**src/rtl/dcache_mem_bridge.sv**
```systemverilog
// dcache_mem_bridge
// Breaks one cache-line read or write from the data cache into BUS_WIDTH-wide
// single-beat transactions on a valid/ready memory bus. One line transaction
// is in flight at a time. Completion is signalled by a one-cycle done pulse.
//
// Ports
//   clk, rst           clock; asynchronous active-low reset
//   memAddr            line address (offset bits ignored)
//   memReadEnable      line read request (level, wins over write)
//   memWriteEnable     line write request (level)
//   memWriteValue      line to write, byte 0 in [7:0]
//   memReadDone        one-cycle pulse, read line complete
//   memWriteDone       one-cycle pulse, write line complete
//   memReadValue       assembled read line, held until next read's first beat
//   busReq*            beat request channel (valid/ready)
//   busResp*           beat response channel (read data or write ack)
module dcache_mem_bridge #(
  parameter int LINE_SIZE  = 8,
  parameter int LINE_WIDTH = LINE_SIZE*8,
  parameter int BUS_WIDTH  = 32,
  parameter int ADDR_WIDTH = 32,
  parameter int BEAT_COUNT = LINE_WIDTH/BUS_WIDTH
) (
  input  logic                  clk,
  input  logic                  rst,
  input  logic [ADDR_WIDTH-1:0] memAddr,
  input  logic                  memReadEnable,
  input  logic                  memWriteEnable,
  input  logic [LINE_WIDTH-1:0] memWriteValue,
  output logic                  memReadDone,
  output logic                  memWriteDone,
  output logic [LINE_WIDTH-1:0] memReadValue,
  output logic                  busReqValid,
  input  logic                  busReqReady,
  output logic                  busReqWrite,
  output logic [ADDR_WIDTH-1:0] busReqAddr,
  output logic [BUS_WIDTH-1:0]  busReqData,
  input  logic                  busRespValid,
  input  logic [BUS_WIDTH-1:0]  busRespData
);

  localparam int BEAT_W  = (BEAT_COUNT > 1) ? $clog2(BEAT_COUNT) : 1;
  localparam int BYTE_SH = $clog2(BUS_WIDTH/8);
  localparam logic [BEAT_W-1:0]     LAST_BEAT = BEAT_W'(BEAT_COUNT-1);
  localparam logic [ADDR_WIDTH-1:0] OFF_MASK  = ADDR_WIDTH'(LINE_SIZE-1);

  typedef enum logic [1:0] {S_IDLE, S_REQ, S_RESP, S_DONE} state_e;

  state_e                                state_q, state_d;
  logic                                  op_wr_q, op_wr_d;
  logic [BEAT_W-1:0]                     beat_q, beat_d;
  logic [ADDR_WIDTH-1:0]                 base_q, base_d;
  // Lines held as beat-indexed packed arrays so a beat is a plain index.
  logic [BEAT_COUNT-1:0][BUS_WIDTH-1:0]  wline_q, wline_d;
  logic [BEAT_COUNT-1:0][BUS_WIDTH-1:0]  rline_q, rline_d;

  always_ff @(posedge clk or negedge rst) begin
    if (!rst) begin
      state_q <= S_IDLE;
      op_wr_q <= 1'b0;
      beat_q  <= '0;
      base_q  <= '0;
      wline_q <= '0;
      rline_q <= '0;
    end else begin
      state_q <= state_d;
      op_wr_q <= op_wr_d;
      beat_q  <= beat_d;
      base_q  <= base_d;
      wline_q <= wline_d;
      rline_q <= rline_d;
    end
  end

  always_comb begin
    state_d      = state_q;
    op_wr_d      = op_wr_q;
    beat_d       = beat_q;
    base_d       = base_q;
    wline_d      = wline_q;
    rline_d      = rline_q;
    busReqValid  = 1'b0;
    memReadDone  = 1'b0;
    memWriteDone = 1'b0;
    case (state_q)
      S_IDLE: begin
        if (memReadEnable) begin
          base_d  = memAddr & ~OFF_MASK;
          op_wr_d = 1'b0;
          beat_d  = '0;
          state_d = S_REQ;
        end else if (memWriteEnable) begin
          base_d  = memAddr & ~OFF_MASK;
          wline_d = memWriteValue;
          op_wr_d = 1'b1;
          beat_d  = '0;
          state_d = S_REQ;
        end
      end
      S_REQ: begin
        // Valid is decoded straight from the state register so an async
        // reset drops it without waiting for a clock edge.
        busReqValid = 1'b1;
        if (busReqReady) state_d = S_RESP;
      end
      S_RESP: begin
        if (busRespValid) begin
          if (!op_wr_q) rline_d[beat_q] = busRespData;
          if (beat_q == LAST_BEAT) begin
            state_d = S_DONE;
          end else begin
            beat_d  = beat_q + 1'b1;
            state_d = S_REQ;
          end
        end
      end
      S_DONE: begin
        memReadDone  = ~op_wr_q;
        memWriteDone = op_wr_q;
        state_d      = S_IDLE;
      end
      default: state_d = S_IDLE;
    endcase
  end

  // Base is line aligned, so OR-ing the beat offset never carries.
  assign busReqAddr   = base_q | (ADDR_WIDTH'(beat_q) << BYTE_SH);
  assign busReqWrite  = op_wr_q;
  assign busReqData   = wline_q[beat_q];
  assign memReadValue = rline_q;

endmodule

```
**config.mk**
```make
export PLATFORM = sky130hd
export DESIGN_NAME = dcache_mem_bridge
export DESIGN_NICKNAME = d
export VERILOG_FILES = /design/src/rtl/dcache_mem_bridge.sv
export SDC_FILE = /design/constraint.sdc
export NUM_CORES = 1
export LEC_CHECK = 0
export ABC_CLOCK_PERIOD_IN_PS = 1650
export BUFFER_PORTS_ARGS = -buffer_cell sky130_fd_sc_hd__clkbuf_2
export CORE_MARGIN = 5
export CORE_UTILIZATION = 44
export CTS_CLUSTER_DIAMETER = 100
export DETAILED_ROUTE_END_ITERATION = 12
export HOLD_SLACK_MARGIN = 0.12
export PLACE_DENSITY = 0.8
export SLEW_MARGIN = 20
export SYNTH_ARGS = -nofsm -noshare
export SYNTH_HDL_FRONTEND = slang
export SYNTH_SLANG_ARGS = --single-unit
export TNS_END_PERCENT = 20
```
**constraint.sdc**
```tcl
create_clock -name clk -period 1.65 [get_ports clk]
set_input_delay 0.2475 -clock clk [delete_from_list [all_inputs] [get_ports clk]]
set_output_delay 0.2475 -clock clk [all_outputs]
set_load 0.05 [all_outputs]
```
==> flow_summary.ini, run 1 <==
[run_status]
status = finished with violations
violations = setup timing

[clocking]
cts.sinks = 161
path_clk_slew_ns = 0.06
cts_htree_levels = 4
clk_path_buf_depth = 2
insertion_delay_ns = 0.41
cts-root-buf = clkbuf_16
cts_made_buffers = 17
cts_tree = yes

[timing]
fin_crit_sh_pct = 115
fin_skew_ns = 0.0106
timing.fmax_mhz = 526
setup-tns-final_ns = -6.94
setup_viol = 32
fin_crit_ns = 1.90
worst_pin_slew_ns = 0.600
slew-limit-headroom_pct = 60.0
rsz0062_at_grt = yes
hold_viol_final = 0
timing.final.ws_setup_ns = -0.251
drv_slew = 0

[layout]
final_core_util_pct = 71.9
area_delta_synth_final_pct = 61.3
antenna_cells = 0
nNetsFinal = 936
final_cell_mix = clkbuf_2 (223), dfrtp_1 (157), dlygate4sd3_1 (127), mux2_4 (81), mux2_2 (63)
final_common_cell = clkbuf_2
final_area_um2 = 10900
drive_above_1_share_pct = 57.5

[die]
die_w_um = 134
core_area_um2 = 15100
dieArea_um2 = 17900
fp.dieH_um = 134
initial_core_util_pct = 44.6
core.rowCount = 45
ios = 266

[route]
drt_iter0_markers = 138
vias = 5084
ant_nets = 0
wire_per_inst_um = 20.6
viasPerCell = 5.07
dr.pass1.iters = 4
route.detailed.drc = 0
wl_mm = 20.7

[setup_path]
arrival_ns = 1.65
crit_type = flip-flop to output port
reg2reg_setup_slack_ns = 0.02
r2r-start = state_q[1]
reg2reg_depth = 2
r2r-end = base_q[31]
end_kind = output port
required_ns = 1.40
worst_setup_path_start_kind = flip-flop
worstPathMaxFanout = 6

[pwr]
p_total_mw = 25.8
ir_drop_mv = 1.80
p_leak_nw = 5.37
pwr_density_cell_nw_per_um2 = 2380

[min_path]
hold_start = memWriteEnable
hold_end = beat_q
holdCritPathClass = input pin to flip-flop
min_path_cells = 4

[global_route]
grtUsageMet2_pct = 39.1
grt_max_degree = 52
busiest_layer = met2
grt.met1_usage_pct = 25.8
antenna_found_initial = 0
grt-ovfl-total = 0
grtUsageTotal_pct = 22.5
grt_pass1_vias = 5842
use_met3_pct = 7.52
grt_pass1_wl_mm = 31.4

[synthesis]
yosysUniqueCellTypes = 24
syn_avg_cell_area_um2 = 17.0
yosys_warnings = 0
syn-cell-area_um2 = 6730
yosysSeqAreaShare_pct = 59.9
postSynthCellCount = 397
synth-seq-cells = 161

[placement]
gpl.final_weighted_congestion = 0.768
placed_area_um2 = 8340
io_buffers = 260
dp_hpwl_mm = 11.7

[flow_run]
maxCapViolCount = 0
## layout make-up
class	count	area [µm²]
clock buffer	21	480
fill	888	4230
multi-input combinational	212	2610
tap	188	235
sequential	161	4030
clock inverter	11	151
timing repair buffer	410	3350
## cells by family after synthesis
logic type / after synthesis / synth area share [%]
other: 1 / 0.0557
AND/OR/NAND/NOR: 15 / 1.64
AO/OA/AOI/OAI: 6 / 0.521
multiplexers: 189 / 34.9
flip-flops: 161 / 59.9
buffers and inverters: 25 / 3.01
## critical path, stage by stage (launching register included)
cell and delay (ns):
dfrtp_2 0.46, buf_12 0.16, buf_16 0.14, mux2_4 0.31
clkbuf_16 0.17
## what timing repair did
| item | CTS | global route |
|---|---|---|
| hold endpoints to repair | 268 | 0 |
| gates resized for setup | 82 | 59 |
| gates cloned | 2 | 1 |
| pin swaps | 0 | 3 |
| buffers inserted | 3 | 0 |
| setup endpoints to repair | 38 | 103 |
| hold buffers | 127 | 0 |
## Yosys cell counts
master,n,area share (%)
nand4b_1,1,0.13
nand3b_1,1,0.11
nor2b_2,1,0.13
o21ai_0,4,0.30
buf_2,9,0.67
nand2_1,4,0.22
buf_4,4,0.45
nor2_1,1,0.056
mux2_1,49,8.2
and3b_1,1,0.13
mux2_4,59,13
buf_1,1,0.056
dfrtp_1,161,60
nor4b_2,1,0.22
buf_6,11,1.8
o21a_1,1,0.11
and4bb_1,1,0.19
and3_1,1,0.093
nor2b_1,1,0.093
a21o_1,1,0.11
nand2b_1,1,0.093
conb_1,1,0.056
mux2_2,81,14
or3_4,1,0.17
## how the worst max path moves through the flow
| stage | slack (ns) | startpoint | cells after the start | endpoint |
|---|---|---|---|---|
| after floorplan | 0.09 | beat_q | 3 | busReqData[11] |
| after global placement | 0.06 | state_q[0] | 2 | base_q[24] |
| after detailed placement | 0.008 | state_q[0] | 2 | base_q[19] |
| after CTS | -0.28 | beat_q | 4 | busReqData[9] |
| after global routing | -0.31 | beat_q | 4 | busReqData[9] |
| final | -0.25 | beat_q | 4 | busReqData[9] |
## per-stage QoR
stage | instances | setup WS, ns | hold WS [ns]
after floorplan | 398 | 0.0904 | -0.0481
after detailed placement | 838 | 0.00828 | 0.185
after CTS | 1002 | -0.278 | 0.126
final | 1003 | -0.251 | 0.227
after global placement | 838 | 0.0582 | 0.178
after global routing | 1003 | -0.307 | 0.249
## per-layer routing
| metal | routed length [µm] | part of all wire (%) | vias up |
|---|---|---|---|
| met5 | 0 | 0 | - |
| met4 | 658 | 3.2 | 0 |
| met3 | 1500 | 7.3 | 54 |
| met2 | 10800 | 52 | 247 |
| met1 | 7710 | 37 | 2561 |
| li1 | - | - | 2222 |
## flip-flops by register name (all words and copies together) (netlist names)
signal,cells
state_q,2
base_q,29
wline_q,64
beat_q,1
memReadValue,64
busReqWrite,1
## where the power goes
part	total, mW	internal [mW]	switching, mW
sequential	7.09	5.83	1.26
clock	4.17	2.55	1.62
combinational	14.6	5.86	8.69
Note: power is estimated with default switching activity, not from simulation.
==> run 2, diff against run 1 <==
--- a/config.mk
+++ b/config.mk
@@ -6,13 +6,13 @@
 export NUM_CORES = 1
 export LEC_CHECK = 0
 export ABC_CLOCK_PERIOD_IN_PS = 1650
-export BUFFER_PORTS_ARGS = -buffer_cell sky130_fd_sc_hd__clkbuf_2
 export CORE_MARGIN = 5
-export CORE_UTILIZATION = 44
+export CORE_UTILIZATION = 30
 export CTS_CLUSTER_DIAMETER = 100
 export DETAILED_ROUTE_END_ITERATION = 12
+export DONT_BUFFER_PORTS = 1
 export HOLD_SLACK_MARGIN = 0.12
-export PLACE_DENSITY = 0.8
+export PLACE_DENSITY = 0.49
 export SLEW_MARGIN = 20
 export SYNTH_ARGS = -nofsm -noshare
 export SYNTH_HDL_FRONTEND = slang
==> run 2 against run 1 <==
  * The flow finishes with violations (hold timing, setup timing)
  * Clock power down 5.8%
  * First-iteration DRC count up 15%
  * Core utilization down 29 points
==> flow_summary.ini, run 2 (synthesized netlist as in run 1, its figures left out) <==
[clocking]
cts-root-buf = clkbuf_16
clk_path_buf_depth = 2
cts_hold_buffers = 129
insertion_delay_ns = 0.42
cts_htree_levels = 4
cts.sinks = 161
cts_made_buffers = 17
path_clk_slew_ns = 0.07
cts_tree = yes

[timing]
slew-limit-headroom_pct = 58.9
drv_slew = 0
setup_viol = 73
worst_pin_slew_ns = 0.617
hold_viol_final = 161
rsz0062_at_grt = yes
fin_skew_ns = 0.0131
fin_crit_sh_pct = 110
timing.fmax_mhz = 551
fin_hold_ws_ns = -0.479
timing.final.ws_setup_ns = -0.165
fin_crit_ns = 1.82

[route]
dr.pass1.iters = 4
drt_iter0_markers = 159
route.detailed.drc = 0
viasPerCell = 4.65
wl_mm = 17.5
vias = 3908
wire_per_inst_um = 20.8
ant_nets = 0

[die]
die_w_um = 160
dieArea_um2 = 25500
fp.dieH_um = 160
ios = 266
core_area_um2 = 22000
core.rowCount = 54
initial_core_util_pct = 30.6

[placement]
io_buffers = 0
placed_area_um2 = 7140
gpl.final_weighted_congestion = 0.692
post-place-ws_ns = -0.0725
dp_hpwl_mm = 10.9

[min_path]
holdCritPathClass = input pin to async pin

[layout]
final_cell_mix = dfrtp_1 (157), mux2_4 (129), dlygate4sd3_1 (129), mux2_2 (39), mux2_1 (21)
drive_above_1_share_pct = 41.9
nNetsFinal = 682
area_delta_synth_final_pct = 40.6
antenna_cells = 0
final_core_util_pct = 43.1
final_common_cell = dfrtp_1
fill_cells = 1935
final_area_um2 = 9460

[setup_path]
crit_path_start = beat_q
end_kind = output port
worst_setup_path_start_kind = flip-flop
worstPathMaxFanout = 8
arrival_ns = 1.57
r2r-start = beat_q
crit_type = flip-flop to output port
required_ns = 1.40

[pwr]
p_total_mw = 22.7
ir_drop_mv = 1.10
pwr_density_cell_nw_per_um2 = 2400
p_leak_nw = 4.31

[global_route]
grtUsageTotal_pct = 13.2
antenna_found_initial = 0
grt_pass1_vias = 4455
grt_max_degree = 162
grt-ovfl-total = 0
grt_pass1_wl_mm = 26.7

[flow_run]
maxCapViolCount = 0

[run_status]
status = finished with violations
violations = hold timing, setup timing
-- run 2: changes by cell type in the layout (fill, tap and decap cells not counted), sizes merged --
cell | previous run | this run
buf | 57 | 25
dlygate4sd3 | 127 | 129
clkbuf | 247 | 21
inv | 1 | 6
clkinvlp | 4 | 3
bufinv | 3 | 1
-- run 2: metal layers --
layer / wire length (µm) / GRT usage, % / vias up / part of all wire [%]
met5: 0 / 0 / - / 0
met4: 223 / 3.68 / 0 / 1.3
met3: 1710 / 6.16 / 15 / 9.8
met2: 8510 / 21.8 / 180 / 49
met1: 7030 / 15.5 / 2014 / 40
li1: - / - / 1699 / -
-- run 2: worst max-delay path, cell delays in order, from the launching register on --
cell and delay [ns]:
dfrtp_2 0.45, buf_12 0.15, buf_16 0.15, mux2_4 0.39
-- run 2: area by class of cell --
| cell class | count | area (µm²) | area share [%] |
|---|---|---|---|
| Timing Repair Buffer | 156 | 1710 | 18.1 |
| Clock buffer | 19 | 443 | 4.68 |
| Clock inverter | 13 | 144 | 1.52 |
| Tap cell | 280 | 350 | 3.70 |
| Sequential cell | 161 | 4030 | 42.6 |
| Multi-Input combinational cell | 212 | 2780 | 29.4 |
-- run 2: path summary, 6_finish.rpt --
path,endpoint,slack (ns),cells past startpoint
max in group asynchronous,wline_q[20],1.95,0
max,busReqData[23],-0.17,3
min in group clk,beat_q,0.17,3
max reg2reg,memReadValue[1],-0.11,5
min reg2reg,wline_q[38],0.49,1
min,base_q[12],-0.48,0
-- run 2: where the power goes --
part / leakage, nW / switching [mW] / internal, mW / total (mW)
Combinational: 2.07 / 3.95 / 4.07 / 8.03
Sequential: 1.96 / 4.99 / 5.75 / 10.7
Clock: 0.280 / 1.75 / 2.18 / 3.93
-- run 2: through the flow --
stage	cells	TNS [ns]
final	841	-6.40
after global routing	841	-12.64
after CTS	839	-7.86
after detailed placement	671	-2.01
after global placement	671	-1.18
after floorplan	398	0
-- run 2: what timing repair did --
action / 4_1_cts / 5_1_grt
pin swaps: 1 / 1
endpoints found under the setup margin: 107 / 165
setup buffers: 5 / 0
cloned: 2 / 2
gates resized for setup: 38 / 43
hold endpoints to repair: 321 / 161
